## config.mk

```make
export PLATFORM = sky130hd
export DESIGN_NAME = led_flow
export DESIGN_NICKNAME = d
export VERILOG_FILES = /design/src/rtl/led_flow.sv
export SDC_FILE = /design/constraint.sdc
export NUM_CORES = 1
export LEC_CHECK = 0
export BUFFER_PORTS_ARGS = -buffer_cell sky130_fd_sc_hd__buf_2
export CORE_MARGIN = 2
export CORE_UTILIZATION = 55
export DETAILED_ROUTE_END_ITERATION = 6
export GPL_ROUTABILITY_DRIVEN = 0
export PLACE_DENSITY = 0.81
export SLEW_MARGIN = 20
export SYNTH_ARGS = -nofsm -noshare
export SYNTH_HDL_FRONTEND = slang
export SYNTH_SLANG_ARGS = --single-unit
```

## constraint.sdc

```tcl
create_clock -name sys_clk -period 5.3 [get_ports sys_clk]
set_input_delay 0.53 -clock sys_clk [delete_from_list [all_inputs] [get_ports sys_clk]]
set_output_delay 0.53 -clock sys_clk [all_outputs]
set_load 0.01 [all_outputs]
```

## src/rtl/led_flow.sv

```systemverilog
// LED chase pattern generator stepped by falling edges of an idle-high tick strobe.
// Optional ping-pong mode is built only when LED_FLOW_PINGPONG_EN is defined.
module led_flow #(
  parameter int LED_W    = 4,
  parameter int STEP_DIV = 1
) (
  input  logic             sys_clk,
  input  logic             sys_rst,
  input  logic             tick_in,
  input  logic [1:0]       mode,
  input  logic             pause,
  output logic [LED_W-1:0] led_out,
  output logic             step_pulse
);

  typedef enum logic [1:0] {IDLE, RUN, PAUSED} state_t;

  localparam logic [7:0]       DIV_LAST = 8'(STEP_DIV - 1);
  localparam logic [LED_W-1:0] LSB_ONE  = LED_W'(1);
  localparam logic [1:0]       M_ROTL   = 2'b00;
  localparam logic [1:0]       M_ROTR   = 2'b01;
  localparam logic [1:0]       M_PING   = 2'b10;

  state_t           state;
  logic             tick_d;
  logic [7:0]       div_cnt;
  logic             tick_fall;
  logic             qual;
  logic             step;
  logic [LED_W-1:0] nxt_led;

  // A held-low strobe yields one edge: only the high->low transition counts.
  assign tick_fall = tick_d & ~tick_in;
  assign qual      = tick_fall & ~pause & ((state == IDLE) || (state == RUN));
  assign step      = qual & (div_cnt == DIV_LAST);

`ifdef LED_FLOW_PINGPONG_EN
  logic dir;        // 0 = left, 1 = right
  logic nxt_dir;
  logic go_left;

  // Bounce off the end rather than shift out, so the pattern stays one-hot
  // even if ping-pong is entered with the lit LED already at an end.
  assign go_left = dir ? led_out[0] : ~led_out[LED_W-1];
`endif

  always_comb begin
    nxt_led = led_out;
`ifdef LED_FLOW_PINGPONG_EN
    nxt_dir = dir;
`endif
    if (led_out == '0) begin
      nxt_led = LSB_ONE;
    end else begin
      case (mode)
        M_ROTL: nxt_led = {led_out[LED_W-2:0], led_out[LED_W-1]};
        M_ROTR: nxt_led = {led_out[0], led_out[LED_W-1:1]};
`ifdef LED_FLOW_PINGPONG_EN
        M_PING: begin
          nxt_led = go_left ? (led_out << 1) : (led_out >> 1);
          if (nxt_led[LED_W-1])  nxt_dir = 1'b1;
          else if (nxt_led[0])   nxt_dir = 1'b0;
          else                   nxt_dir = ~go_left;
        end
`endif
        default: nxt_led = led_out;
      endcase
    end
  end

  always_ff @(posedge sys_clk or posedge sys_rst) begin
    if (sys_rst) begin
      state      <= IDLE;
      tick_d     <= 1'b0;
      div_cnt    <= '0;
      led_out    <= '0;
      step_pulse <= 1'b0;
    end else begin
      tick_d     <= tick_in;
      step_pulse <= 1'b0;
      if (qual)
        div_cnt <= (div_cnt == DIV_LAST) ? 8'd0 : div_cnt + 8'd1;
      case (state)
        IDLE: begin
          led_out <= '0;
          if (step) begin
            led_out    <= LSB_ONE;
            step_pulse <= 1'b1;
            state      <= RUN;
          end
        end
        RUN: begin
          if (pause) begin
            state <= PAUSED;
          end else if (step) begin
            led_out    <= nxt_led;
            step_pulse <= 1'b1;
          end
        end
        PAUSED: begin
          if (!pause) state <= RUN;
        end
        default: state <= IDLE;
      endcase
    end
  end

`ifdef LED_FLOW_PINGPONG_EN
  always_ff @(posedge sys_clk or posedge sys_rst) begin
    if (sys_rst)
      dir <= 1'b0;
    else if (mode != M_PING)
      dir <= 1'b0;
    else if ((state == RUN) && step)
      dir <= nxt_dir;
  end
`endif

endmodule
```

==> impl.org, run 1 <==
** Logic synthesis
- Summed over all instances, the cell type with the most area after synthesis is sky130_fd_sc_hd__dfrtp_1.
- In this run, synthesis inferred 0 flip-flops with an integrated enable.
- For this run, the leading register cell type out of synthesis is sky130_fd_sc_hd__dfrtp_1.
- Syn_area_per_cell :: 11.51 sq um
- Number of instances in the synthesized netlist :: 70
- Seq cells post-synth :: 16
- Cell area after synthesis :: 805.8 sq um
- Most used standard cell by instance count after synthesis :: sky130_fd_sc_hd__dfrtp_1
- Yosys cell types :: 33
- The commonest cells after synthesis are sky130_fd_sc_hd__dfrtp_1 (16), sky130_fd_sc_hd__nand2_1 (6), sky130_fd_sc_hd__inv_1 (5), sky130_fd_sc_hd__xnor2_1 (4).
- Synth area leaders :: sky130_fd_sc_hd__dfrtp_1 (50%), sky130_fd_sc_hd__xnor2_1 (4.3%), sky130_fd_sc_hd__mux2i_1 (3.7%)
- Area fraction of the dominant cell type after synthesis :: 0.4969
- When the netlist entered floorplanning its net count stood at 78.
- Sequential element share of the synthesized area :: 0.4969
- Count of yosys warnings during synthesis :: 0
- Counting flops with an async set or reset pin after synthesis yields a share of 1.000.

** Timing
- The routed design could run at a clock period as short as 1.889 ns.
- For the final database, setup skew stands at 0.006690 ns.
- The number of max-slew violations in the final report came to 0.
- Measured slew at the worst slew-check pin :: 0.5850 ns
- The worst pin sits at a relative slew slack of 0.6096.
- Final number of hold-violating endpoints :: 0
- After routing, the total negative slack on setup checks comes to 0 ns.
- Setup Viol. Count Final :: 0
- In the finished design, the share of the clock period the worst path needs comes to 0.3564.
- Setup repair after global routing missed its margin :: no
- Fmax :: 0.5293 GHz

** Outcome
- The run finished with clean final reports.

** Clock network
- Clock slew at reported path FFs :: 0.10 ns
- The number of clock buffers added by TritonCTS is 3.
- The number of setup buffers added after CTS is 0.
- Clk_lat worst skew :: 0.29 ns
- Number of buffers inserted for hold repair after clock tree synthesis :: 0
- CTS tree :: done
- Count of clock tree sinks :: 16
- Number of H-tree levels :: 1
- Clock tree root driver cell :: sky130_fd_sc_hd__clkbuf_4
- The clock passes through at most 2 buffers.
- Resized cells post-CTS :: 0

** Drt
- Total detailed-routing wirelength :: 1360 microns
- Number of vias per cell after detailed routing :: 5.612
- Once detail routing completed, the nets flagged for antenna violations numbered 0.
- Initial DRT Pass Iterations :: 4
- For this run, design rule violations remaining after detail routing come to 0.
- 1st-iter DRT viols :: 21
- Via count :: 550
- Dividing the detail-routed wire length by the instance count gives 13.88 microns.

** Worst setup path
- Data required time at the worst endpoint :: 5.47 ns
- For this run, the slowest stage of the critical path takes 0.44 ns.
- Class of the most critical setup path :: flip-flop to flip-flop
- Setup slack of the most critical reg-to-reg path :: 3.41 ns
- In this run the worst path has a maximum fanout of 6.
- Data arrival time at the worst-slack endpoint :: 2.06 ns
- Critical Path End Type :: flip-flop
- For this design, the slowest cell found on the critical path is sky130_fd_sc_hd__or4b_1.
- Worst path cell trace :: inv_1, ha_1, or4b_1, and4bb_4, o21ai_2, a32o_1
- The worst setup path is launched from a flip-flop.
- For the worst flop-to-flop path, the logic depth is 6.

** Global routing
- For this run the aggregate overflow at the end of global routing stands at 0.
- Initial antenna violation count :: 0
- Largest net degree at the start of global routing :: 17
- The first global-routing pass estimated 2415 microns of wire.
- Across every metal layer, demand over resource in global routing totals 0.1817.
- The via count of the first global-routing pass came to 513.

** Power
- For this design the ratio of total power to cell area is 397.7 nW/um^2.
- The worst-case IR drop observed on VDD is 0.0002070 V.
- Leakage power figure :: 0.0004284 uW

** Die
- Die Outline Area :: 1787 sq um
- X dimension of the die :: 42.28 microns
- The floorplan has 13 rows.
- Standard cell core area :: 1334 sq um
- 11 I/O pins were placed.
- Die boundary height :: 42.28 microns
- The initial utilization of the core area, before any placement, comes to 0.6041.

** Cells and area
- Post-layout utilization of the core :: 0.6745
- Synthesis-to-layout area growth :: 11.65%
- Number of nets in the finished design :: 92
- Share of layout cells above drive strength 1 :: 0.2410
- The repair_antennas step left the layout with diodes totalling 0.

** Place
- Detailed placement ended at an HPWL of 1011 microns.
- Total of buffers placed on input and output ports :: 10

** Min path
- Path type of the worst min-delay path :: input port to async pin

** Run
- MaxCap Viol Count :: 0
==> critical path, delay by kind of cell, from the launching register on <==
kind	cells	cell delay [ns]
compound gates	2	0.33
fa+ha+maj	1	0.14
buf+inv	1	0.08
flops	1	0.41
simple gates	2	0.81
==> metrics by stage <==
stage	cell area [sq um]	instances	power (uW)	setup slack, ns	hold slack [ns]
3_5_place_dp	863.3	94	278.0	3.359	0.4984
3_3_place_gp	863.3	94	271.6	3.403	0.4926
4_1_cts	899.6	98	359.9	3.409	0.3050
2_1_floorplan	805.8	70	258.4	3.547	0.4437
6_report	899.6	98	357.8	3.411	0.2868
5_1_grt	899.6	98	384.8	3.221	0.3595
==> metal layers <==
| metal | vias to the layer above | wire length (microns) | GRT usage |
|---|---|---|---|
| met5 | - | 0 | 0 |
| met4 | 0 | 24 | 0.09375 |
| met3 | 4 | 37 | 0.02586 |
| met2 | 11 | 590 | 0.2462 |
| met1 | 257 | 708 | 0.2786 |
| li1 | 278 | - | - |
==> sequential cells by signal, summed over array words and instances (netlist names) <==
name / flops
step_pulse: 1
led_out: 4
div_cnt: 8
tick_d: 1
state: 2
==> logic make-up (layout without fill, tap and decap cells) <==
family	after synthesis	in the layout	share of synthesized area
adders and majority gates	2	2	0.03105
and+or+nand+nor	26	26	0.2205
DFF	16	16	0.4969
muxes	4	4	0.05124
buffers and inverters	6	19	0.03727
AOI/OAI and AO/OA	10	10	0.09784
xor gates and xnor gates	6	6	0.06522
==> placed cells by master, fill, tap and decap left out, types with 2 or more instances in the layout <==
master,instances
sky130_fd_sc_hd__nand2_1,6
sky130_fd_sc_hd__mux2i_1,3
sky130_fd_sc_hd__inv_1,5
sky130_fd_sc_hd__nand4_1,3
sky130_fd_sc_hd__dfrtp_1,16
sky130_fd_sc_hd__xor2_1,2
sky130_fd_sc_hd__o2bb2ai_1,3
sky130_fd_sc_hd__clkbuf_4,3
sky130_fd_sc_hd__ha_1,2
sky130_fd_sc_hd__buf_2,10
sky130_fd_sc_hd__xnor2_1,4
sky130_fd_sc_hd__nor2_1,3
==> power breakdown <==
part           total [uW]  switching [uW]  internal [uW]
combinational        98.6            51.4           47.2
clock                81.3            39.5           41.8
sequential            178            31.6            146
==> cell type report <==
cell class,instances,area [sq um]
sequential,16,400.4
timing repair buffer,10,50.05
fill,95,434.2
inverter,5,18.77
tap,15,18.77
multi-input combinational,48,375.4
clock buffer,4,36.28
==> final timing paths <==
path / startpoint / to
max: div_cnt[0] / led_out[0]
max reg2reg: div_cnt[0] / led_out[0]
min: sys_rst / div_cnt[7]
min in group sys_clk: tick_in / tick_d
max in group asynchronous: sys_rst / div_cnt[0]
min reg2reg: div_cnt[4] / div_cnt[4]
Note: power is estimated with default switching activity, not from simulation.
==> run 2: changes to the inputs <==
--- a/config.mk
+++ b/config.mk
@@ -7,10 +7,10 @@
 export LEC_CHECK = 0
 export BUFFER_PORTS_ARGS = -buffer_cell sky130_fd_sc_hd__buf_2
 export CORE_MARGIN = 2
-export CORE_UTILIZATION = 55
+export CORE_UTILIZATION = 54
 export DETAILED_ROUTE_END_ITERATION = 6
 export GPL_ROUTABILITY_DRIVEN = 0
-export PLACE_DENSITY = 0.81
+export PLACE_DENSITY = 0.8
 export SLEW_MARGIN = 20
 export SYNTH_ARGS = -nofsm -noshare
 export SYNTH_HDL_FRONTEND = slang
==> constraint.sdc (replaced) <==
create_clock -name sys_clk -period 1.85 [get_ports sys_clk]
set_input_delay 0.185 -clock sys_clk [delete_from_list [all_inputs] [get_ports sys_clk]]
set_output_delay 0.185 -clock sys_clk [all_outputs]
set_load 0.01 [all_outputs]
==> run 2 against run 1 <==
The run now ends with negative setup slack left. Clock skew fell by 0.0032 ns. Fmax decreased by 0.31%. Clock-buffer cell count is the same. Final cell count grew 8.2%. Clock power grew to 2.9 times the previous value. Combinational power grew to 5.0 times the previous value. Critical path type unchanged.
==> impl.org, run 2 (synthesis results as in run 1) <==
** Outcome
- The flow ran to the end, but the final reports show violations.
- The final reports fail on negative setup slack.

** Worst setup path
- The data arrival at the endpoint of the critical path is 2.09 ns (+0.03 ns).
- The top fanout value on the critical path came to 6 (unchanged).
- Cells on worst reg2reg path :: 6 (unchanged)
- Data required time at the worst endpoint :: 2.04 ns (-3.43 ns)
- Critical Path End Type :: flip-flop
- Class of the most critical setup path :: flip-flop to flip-flop
- The worst setup path is launched from a flip-flop.
- Setup slack of the most critical reg-to-reg path :: -0.04 ns (-3.46 ns)
- RR Endpoint :: div_cnt[7]
- Launching point of the worst reg2reg path :: div_cnt[0]

** Global routing
- The sum of overflow across all layers after global routing is 0 (unchanged).
- The largest net degree at the start of global routing is 17 (unchanged).
- Initial antenna violation count :: 0 (unchanged)
- Via count of the first global-routing pass :: 622 (+21%)
- Wire length of the first global-routing pass :: 2566 microns (+6.3%)
- The combined global-route utilization of all metal layers came to 0.1923 (+0.01057).

** Clock network
- The clock transition at the registers of the reported paths was 0.10 ns (about the same).
- The tree is rooted in a sky130_fd_sc_hd__clkbuf_4.
- The clock sink count was 16 (unchanged).
- Worst-case clock buffer depth :: 2 (unchanged)
- TritonCTS buffer count :: 3 (unchanged)
- Number of H-tree levels :: 1 (unchanged)
- The clock insertion delay at the later pin of the skew report came to 0.30 ns (about the same).
- CTS tree :: done

** Die
- Die boundary height :: 42.63 microns (+0.84%)
- The total number of placement rows came to 13 (unchanged).
- The number of I/O pins came to 11 (unchanged).
- Standard cell core area :: 1350 sq um (+1.2%)
- Die Outline Area :: 1817 sq um (+1.7%)
- X dimension of the die :: 42.63 microns (+0.84%)
- Effective utilization at floorplan :: 0.5968 (-0.007279)

** Min path
- Along the worst hold path, the cell count comes to 1.
- For hold timing, the worst endpoint is tick_d.
- Path type of the worst min-delay path :: input port to flip-flop
- Worst Min Path Start :: tick_in

** Timing
- Period Utilization, post-route :: 1.024 (+0.6679)
- The achievable frequency came to 0.5277 GHz (-0.31%).
- Final total negative setup slack :: -0.09901 ns (-0.09901 ns)
- Setup repair after global routing could not meet its margin everywhere.
- The number of max-slew violations in the final report came to 0 (unchanged).
- The worst clock skew was 0.003499 ns (-0.003191 ns).
- The setup violation total in the final timing report was 3 (+3).
- The worst hold slack after final layout was 0.04686 ns (-0.2400 ns).
- The number of endpoints with negative hold slack in the final report came to 0 (unchanged).
- The transition at the pin with the smallest max-transition slack is 0.5673 ns (-0.01774 ns).
- The final worst setup slack came to -0.04495 ns (-3.456 ns).
- The max-slew headroom at the worst pin is 0.6214 (+0.01184).
- Time the worst path needs with I/O delays and setup :: 1.895 ns (+0.005822 ns)

** Drt
- The number of vias after detailed routing came to 609 (+11%).
- Number of nets still failing antenna checks after routing :: 0 (unchanged)
- The mean number of vias per cell came to 5.745 (+2.4%).
- The initial DRC count was 29 (+38%).
- The number of iterations in the first detailed-routing pass is 4 (unchanged).
- The final wirelength is 1637 microns (+20%).
- The wire length per cell after detailed routing was 15.44 microns (+11%).
- The number of design rule violations left after detail routing is 0 (unchanged).

** Cells and area
- div_cnt holds more flip-flops than any other register.
- The fraction of layout cells with a size suffix above 1 came to 0.3516 (+0.1107).
- Flip-flop count of the largest register, all copies and words added :: 8 (unchanged)
- The number of inserted diodes came to 0 (unchanged).
- The library cell used most frequently in the layout, excluding fill and tap cells, is sky130_fd_sc_hd__dfrtp_1.
- Registers with the most flip-flops :: div_cnt: 8 flops, led_out: 4 flops, state: 2 flops
- The area growth from synthesis to layout is 23.14%.
- The top cell types in the final layout, fill and taps aside, are sky130_fd_sc_hd__dfrtp_1 (16), sky130_fd_sc_hd__buf_2 (10), sky130_fd_sc_hd__buf_4 (7).
- Number of nets in the finished design :: 100 (+8.7%)

** Place
- Total of buffers placed on input and output ports :: 10 (unchanged)
- HPWL reported at the end of detailed placement :: 1119 microns (+11%)

** Power
- The leakage component of the power is 0.0004753 uW (+11%).
- The power consumption is 1218 uW (+240%).
- The worst supply voltage drop on vdd came to 0.0007785 V (+280%).
- The power density over the cells is 1228 nW/um^2 (+210%).

** Run
- MaxCap Viol Count :: 0 (unchanged)
-- run 2: cell types whose count changed in the layout (fill, tap and decap cells not counted), sizes merged --
cell         delta
buf             +7
dlygate4sd3     +1
-- run 2: critical path, stage by stage (launching register included) --
cell                       delay [ns]
sky130_fd_sc_hd__dfrtp_1         0.42
sky130_fd_sc_hd__inv_2           0.09
sky130_fd_sc_hd__ha_4            0.12
sky130_fd_sc_hd__or4b_4          0.44
sky130_fd_sc_hd__and4bb_4        0.41
sky130_fd_sc_hd__nor2_2          0.05
sky130_fd_sc_hd__mux2_4          0.26
-- run 2: power breakdown --
| part | internal (uW) | total [uW] | switching (uW) |
|---|---|---|---|
| registers | 419 | 490 | 71.2 |
| logic | 260 | 490 | 230 |
| clock network | 120 | 238 | 118 |
-- run 2: cell type report --
type,instances,area (sq um)
multi-input combinational,48,405.4
sequential,16,400.4
fill,87,357.8
timing repair buffer,18,112.6
clock buffer,4,36.28
inverter,5,18.77
tap,15,18.77
-- run 2: worst max path at each step --
stage | from | to | slack [ns] | cells past startpoint
after CTS | div_cnt[0] | div_cnt[7] | 0.005 | 6
after floorplan | div_cnt[0] | div_cnt[7] | 0.1 | 6
final | div_cnt[0] | div_cnt[7] | -0.04 | 6
after global routing | div_cnt[0] | div_cnt[7] | -0.09 | 6
after global placement | div_cnt[1] | div_cnt[7] | 0.06 | 6
after detailed placement | div_cnt[1] | div_cnt[7] | 0.001 | 6
-- run 2: timing repair --
action | 4_1_cts | 5_1_grt
hold buffers | 1 | 0
hold endpoints to repair | 16 | 0
gates cloned | 0 | 0
setup buffers | 1 | 1
resized for setup | 0 | 8
pin swaps | 0 | 4
setup endpoints to repair | 3 | 7
-- run 2: metal layers --
metal / up-vias / GRT usage / part of all wire
li1: 295 / - / -
met1: 294 / 0.2322 / 0.45
met2: 15 / 0.3212 / 0.50
met3: 5 / 0.02586 / 0.031
met4: 0 / 0.1125 / 0.021
met5: - / 0 / 0
-- run 2: metrics by stage --
stage / utilization / setup WS (ns) / area, sq um / instances
2_1_floorplan: - / 0.09707 / 805.8 / 70
3_3_place_gp: 0.6673 / 0.06118 / 900.9 / 99
4_1_cts: 0.7071 / 0.004862 / 954.7 / 105
6_report: 0.7349 / -0.04495 / 992.2 / 106
3_5_place_dp: 0.6673 / 0.001096 / 900.9 / 99
5_1_grt: 0.7349 / -0.09379 / 992.2 / 106
==> run 3: changes to the inputs <==
--- a/config.mk
+++ b/config.mk
@@ -10,6 +10,7 @@
 export CORE_UTILIZATION = 54
 export DETAILED_ROUTE_END_ITERATION = 6
 export GPL_ROUTABILITY_DRIVEN = 0
+export MAX_ROUTING_LAYER = met4
 export PLACE_DENSITY = 0.8
 export SLEW_MARGIN = 20
 export SYNTH_ARGS = -nofsm -noshare
==> run 3 against run 2 <==
The flow still finishes with violations (negative setup slack). Power increased by 0.15%. Sequential cell count unchanged. Worst setup slack got worse by 0.0055 ns. Register-to-register slack about the same. Clock power about the same. Die area unchanged. Fmax decreased by 0.29%. First-iteration DRC count unchanged. Critical path depth unchanged. Critical path type unchanged. Largest cell class unchanged.
==> impl.org, run 3 (synthesis results as in run 1) <==
** Outcome
- The run finished, with violations left.
- Violations in the final reports :: negative setup slack

** Die
- Die Outline Area :: 1817 sq um (unchanged)
- The placeable core region was 1350 sq um (unchanged).
- The total number of placement rows was 13 (unchanged).
- Count of boundary I/O pins :: 11 (unchanged)
- X dimension of the die :: 42.63 microns (unchanged)
- Effective utilization at floorplan :: 0.5968 (unchanged)
- Die boundary height :: 42.63 microns (unchanged)

** Worst setup path
- In this run the critical register-to-register path is launched from div_cnt[0].
- Critical Path End Type :: flip-flop
- The count of cells along the worst register-to-register path came to 6 (unchanged).
- Data required time at the worst endpoint :: 2.04 ns (about the same)
- The most critical setup path has its startpoint at div_cnt[0].
- The most critical setup path has its endpoint at div_cnt[7].
- The endpoint identified for the worst register-to-register timing path is div_cnt[7].
- Maximum fanout along the worst path :: 6 (unchanged)
- Setup slack of the most critical reg-to-reg path :: -0.05 ns (about the same)
- Startpoint type of the worst setup path :: flip-flop
- Class of the most critical setup path :: flip-flop to flip-flop
- The data arrival at the endpoint of the critical path was 2.09 ns (about the same).

** Power
- The net load switching power came to 420.7 uW (+0.28%).
- The clock share of power is 0.195 (about the same).
- Switching share of total power :: 0.3448 (+0.0004506)
- PwrDens :: 1230 nW/um^2 (+0.15%)
- Internal portion of total power :: 799.5 uW (about the same)
- The sequential cell fraction of total power came to 0.402 (about the same).
- The power share of the combinational group was 0.403 (about the same).
- The worst supply voltage drop on vdd was 0.0007778 V (about the same).
- Leakage power figure :: 0.0004753 uW (unchanged)

** Global routing
- Via count of the first global-routing pass :: 622 (unchanged)
- After global routing, the most crowded layer is met2.
- M3 GR Usage :: 0.02586 (unchanged)
- The number of antenna violations at the first check in global routing was 0 (unchanged).
- Global Route Usage Sum :: 0.1976 (+0.005303)
- The met2 demand-to-capacity share in global routing is 0.3212 (unchanged).
- The sum of overflow across all layers after global routing was 0 (unchanged).
- Wire length of the first global-routing pass :: 2566 microns (unchanged)
- Largest net degree at the start of global routing :: 17 (unchanged)
- The global routing met1 resource utilization came to 0.2322 (unchanged).

** Clock network
- Worst-case clock buffer depth :: 2 (unchanged)
- Clock tree root driver cell :: sky130_fd_sc_hd__clkbuf_4
- Count of clock tree sinks :: 16 (unchanged)
- The number of buffers added by the clock tree synthesis step came to 3 (unchanged).
- Clock slew at reported path FFs :: 0.10 ns (about the same)
- CTS tree :: done
- Number of H-tree levels :: 1 (unchanged)
- Clk_lat worst skew :: 0.30 ns (about the same)

** Timing
- Worst setup skew after layout :: 0.004090 ns (+0.0005903 ns)
- The final worst setup slack was -0.05042 ns (-0.005465 ns).
- Final total negative setup slack :: -0.1164 ns (-0.01740 ns)
- Worst hold slack after final layout :: 0.04715 ns (+0.0002912 ns)
- Setup repair after global routing could not meet its margin everywhere.
- Max-slew headroom at the worst pin :: 0.6215 (about the same)
- The number of max-slew violations in the final report came to 0 (unchanged).
- Final number of hold-violating endpoints :: 0 (unchanged)
- The setup violation total in the final timing report came to 3 (unchanged).
- The part of the cycle the worst path needs is 1.027 (+0.002954).
- Fmax :: 0.5262 GHz (-0.29%)
- Time the worst path needs with I/O delays and setup :: 1.900 ns (+0.005465 ns)
- The transition at the pin with the smallest max-transition slack came to 0.5671 ns (-0.0001110 ns).

** Drt
- The wire length per cell after detailed routing came to 15.36 microns (-0.55%).
- Initial DRT Pass Iterations :: 4 (unchanged)
- The final wirelength is 1628 microns (-0.55%).
- The mean number of vias per cell came to 5.755 (+0.16%).
- DRC violations left :: 0 (unchanged)
- The remaining antenna violation count was 0 (unchanged).
- 1st-iter DRT viols :: 29 (unchanged)
- The number of vias after detailed routing was 610 (+0.16%).

** Min path
- In this run the most critical hold path is launched from tick_in.
- The hold path depth came to 1 (unchanged).
- Path type of the worst min-delay path :: input port to flip-flop

** Run
- The total of max-cap violations was 0 (unchanged).

** Cells and area
- The largest registers in the layout are div_cnt: 8 flops, led_out: 4 flops, state: 2 flops.
- Flip-flop count of the largest register, all copies and words added :: 8 (unchanged)
- The number of inserted diodes is 0 (unchanged).
- Counting flops per register, the top entry is div_cnt.
- Most frequent cells in the layout :: sky130_fd_sc_hd__dfrtp_1 (16), sky130_fd_sc_hd__buf_2 (10), sky130_fd_sc_hd__buf_4 (7)
- The fraction of layout cells with a size suffix above 1 was 0.3516 (unchanged).
- Number of nets in the finished design :: 100 (unchanged)
- Finished Layout Cells :: 106 (unchanged)
- Synthesis-to-layout area growth :: 23.14% (unchanged)
- Most common library cell in the layout ignoring fill and taps :: sky130_fd_sc_hd__dfrtp_1

** Place
- The number of cells in the design after placement was 99 (unchanged).
- The port buffer count came to 10 (unchanged).
- Pre-CTS setup slack :: 0.001096 ns (unchanged)
- HPWL reported at the end of detailed placement :: 1119 microns (unchanged)
run 3: cell counts in the layout (fill, tap and decap cells not counted):
Identical to the previous run, type by type.
run 3: metal layers:
| metal | vias to the layer above | wire length [microns] | share of wire |
|---|---|---|---|
| li1 | 296 | - | - |
| met1 | 298 | 739 | 0.45 |
| met2 | 11 | 825 | 0.51 |
| met3 | 5 | 30 | 0.018 |
| met4 | 0 | 32 | 0.020 |
| met5 | - | 0 | 0 |
run 3: critical path, stage by stage (launching register included):
cell,delay [ns]
sky130_fd_sc_hd__dfrtp_1,0.42
sky130_fd_sc_hd__inv_2,0.09
sky130_fd_sc_hd__ha_4,0.12
sky130_fd_sc_hd__or4b_4,0.44
sky130_fd_sc_hd__and4bb_4,0.42
sky130_fd_sc_hd__nor2_2,0.05
sky130_fd_sc_hd__mux2_4,0.26
run 3: through the flow:
step / cell area, sq um / power [uW] / utilization
final: 992.2 / 1220 / 0.7349
after global routing: 992.2 / 1280 / 0.7349
after CTS: 954.7 / 1134 / 0.7071
after detailed placement: 900.9 / 885.0 / 0.6673
after global placement: 900.9 / 859.1 / 0.6673
after floorplan: 805.8 / 740.3 / -
run 3: timing repair:
action	CTS	global route
setup buffers	1	1
hold endpoints to repair	16	0
pin swaps	0	4
hold buffers	1	0
resized for setup	0	8
endpoints found under the setup margin	3	7
cloned	0	0
run 3: worst min-delay path by stage:
stage                 end  slack [ns]
3_3_place_gp   div_cnt[0]        0.28
2_1_floorplan  div_cnt[0]         0.1
5_1_grt            tick_d        0.05
6_report           tick_d        0.05
4_1_cts            tick_d        0.05
3_5_place_dp   div_cnt[1]        0.27
run 3: layout make-up:
type                            count  area [sq um]
Multi-Input combinational cell     48         405.4
Sequential cell                    16         400.4
Fill cell                          87         357.8
Timing Repair Buffer               18         112.6
Clock buffer                        4         36.28
Inverter                            5         18.77
Tap cell                           15         18.77
run 3: power groups by stage:
stage | clock, uW | sequential, uW | combinational (uW)
2_1_floorplan | 0 | 484 | 257
3_3_place_gp | 0 | 486 | 373
3_5_place_dp | 0 | 490 | 395
4_1_cts | 238 | 482 | 414
5_1_grt | 248 | 500 | 532
6_report | 238 | 490 | 492
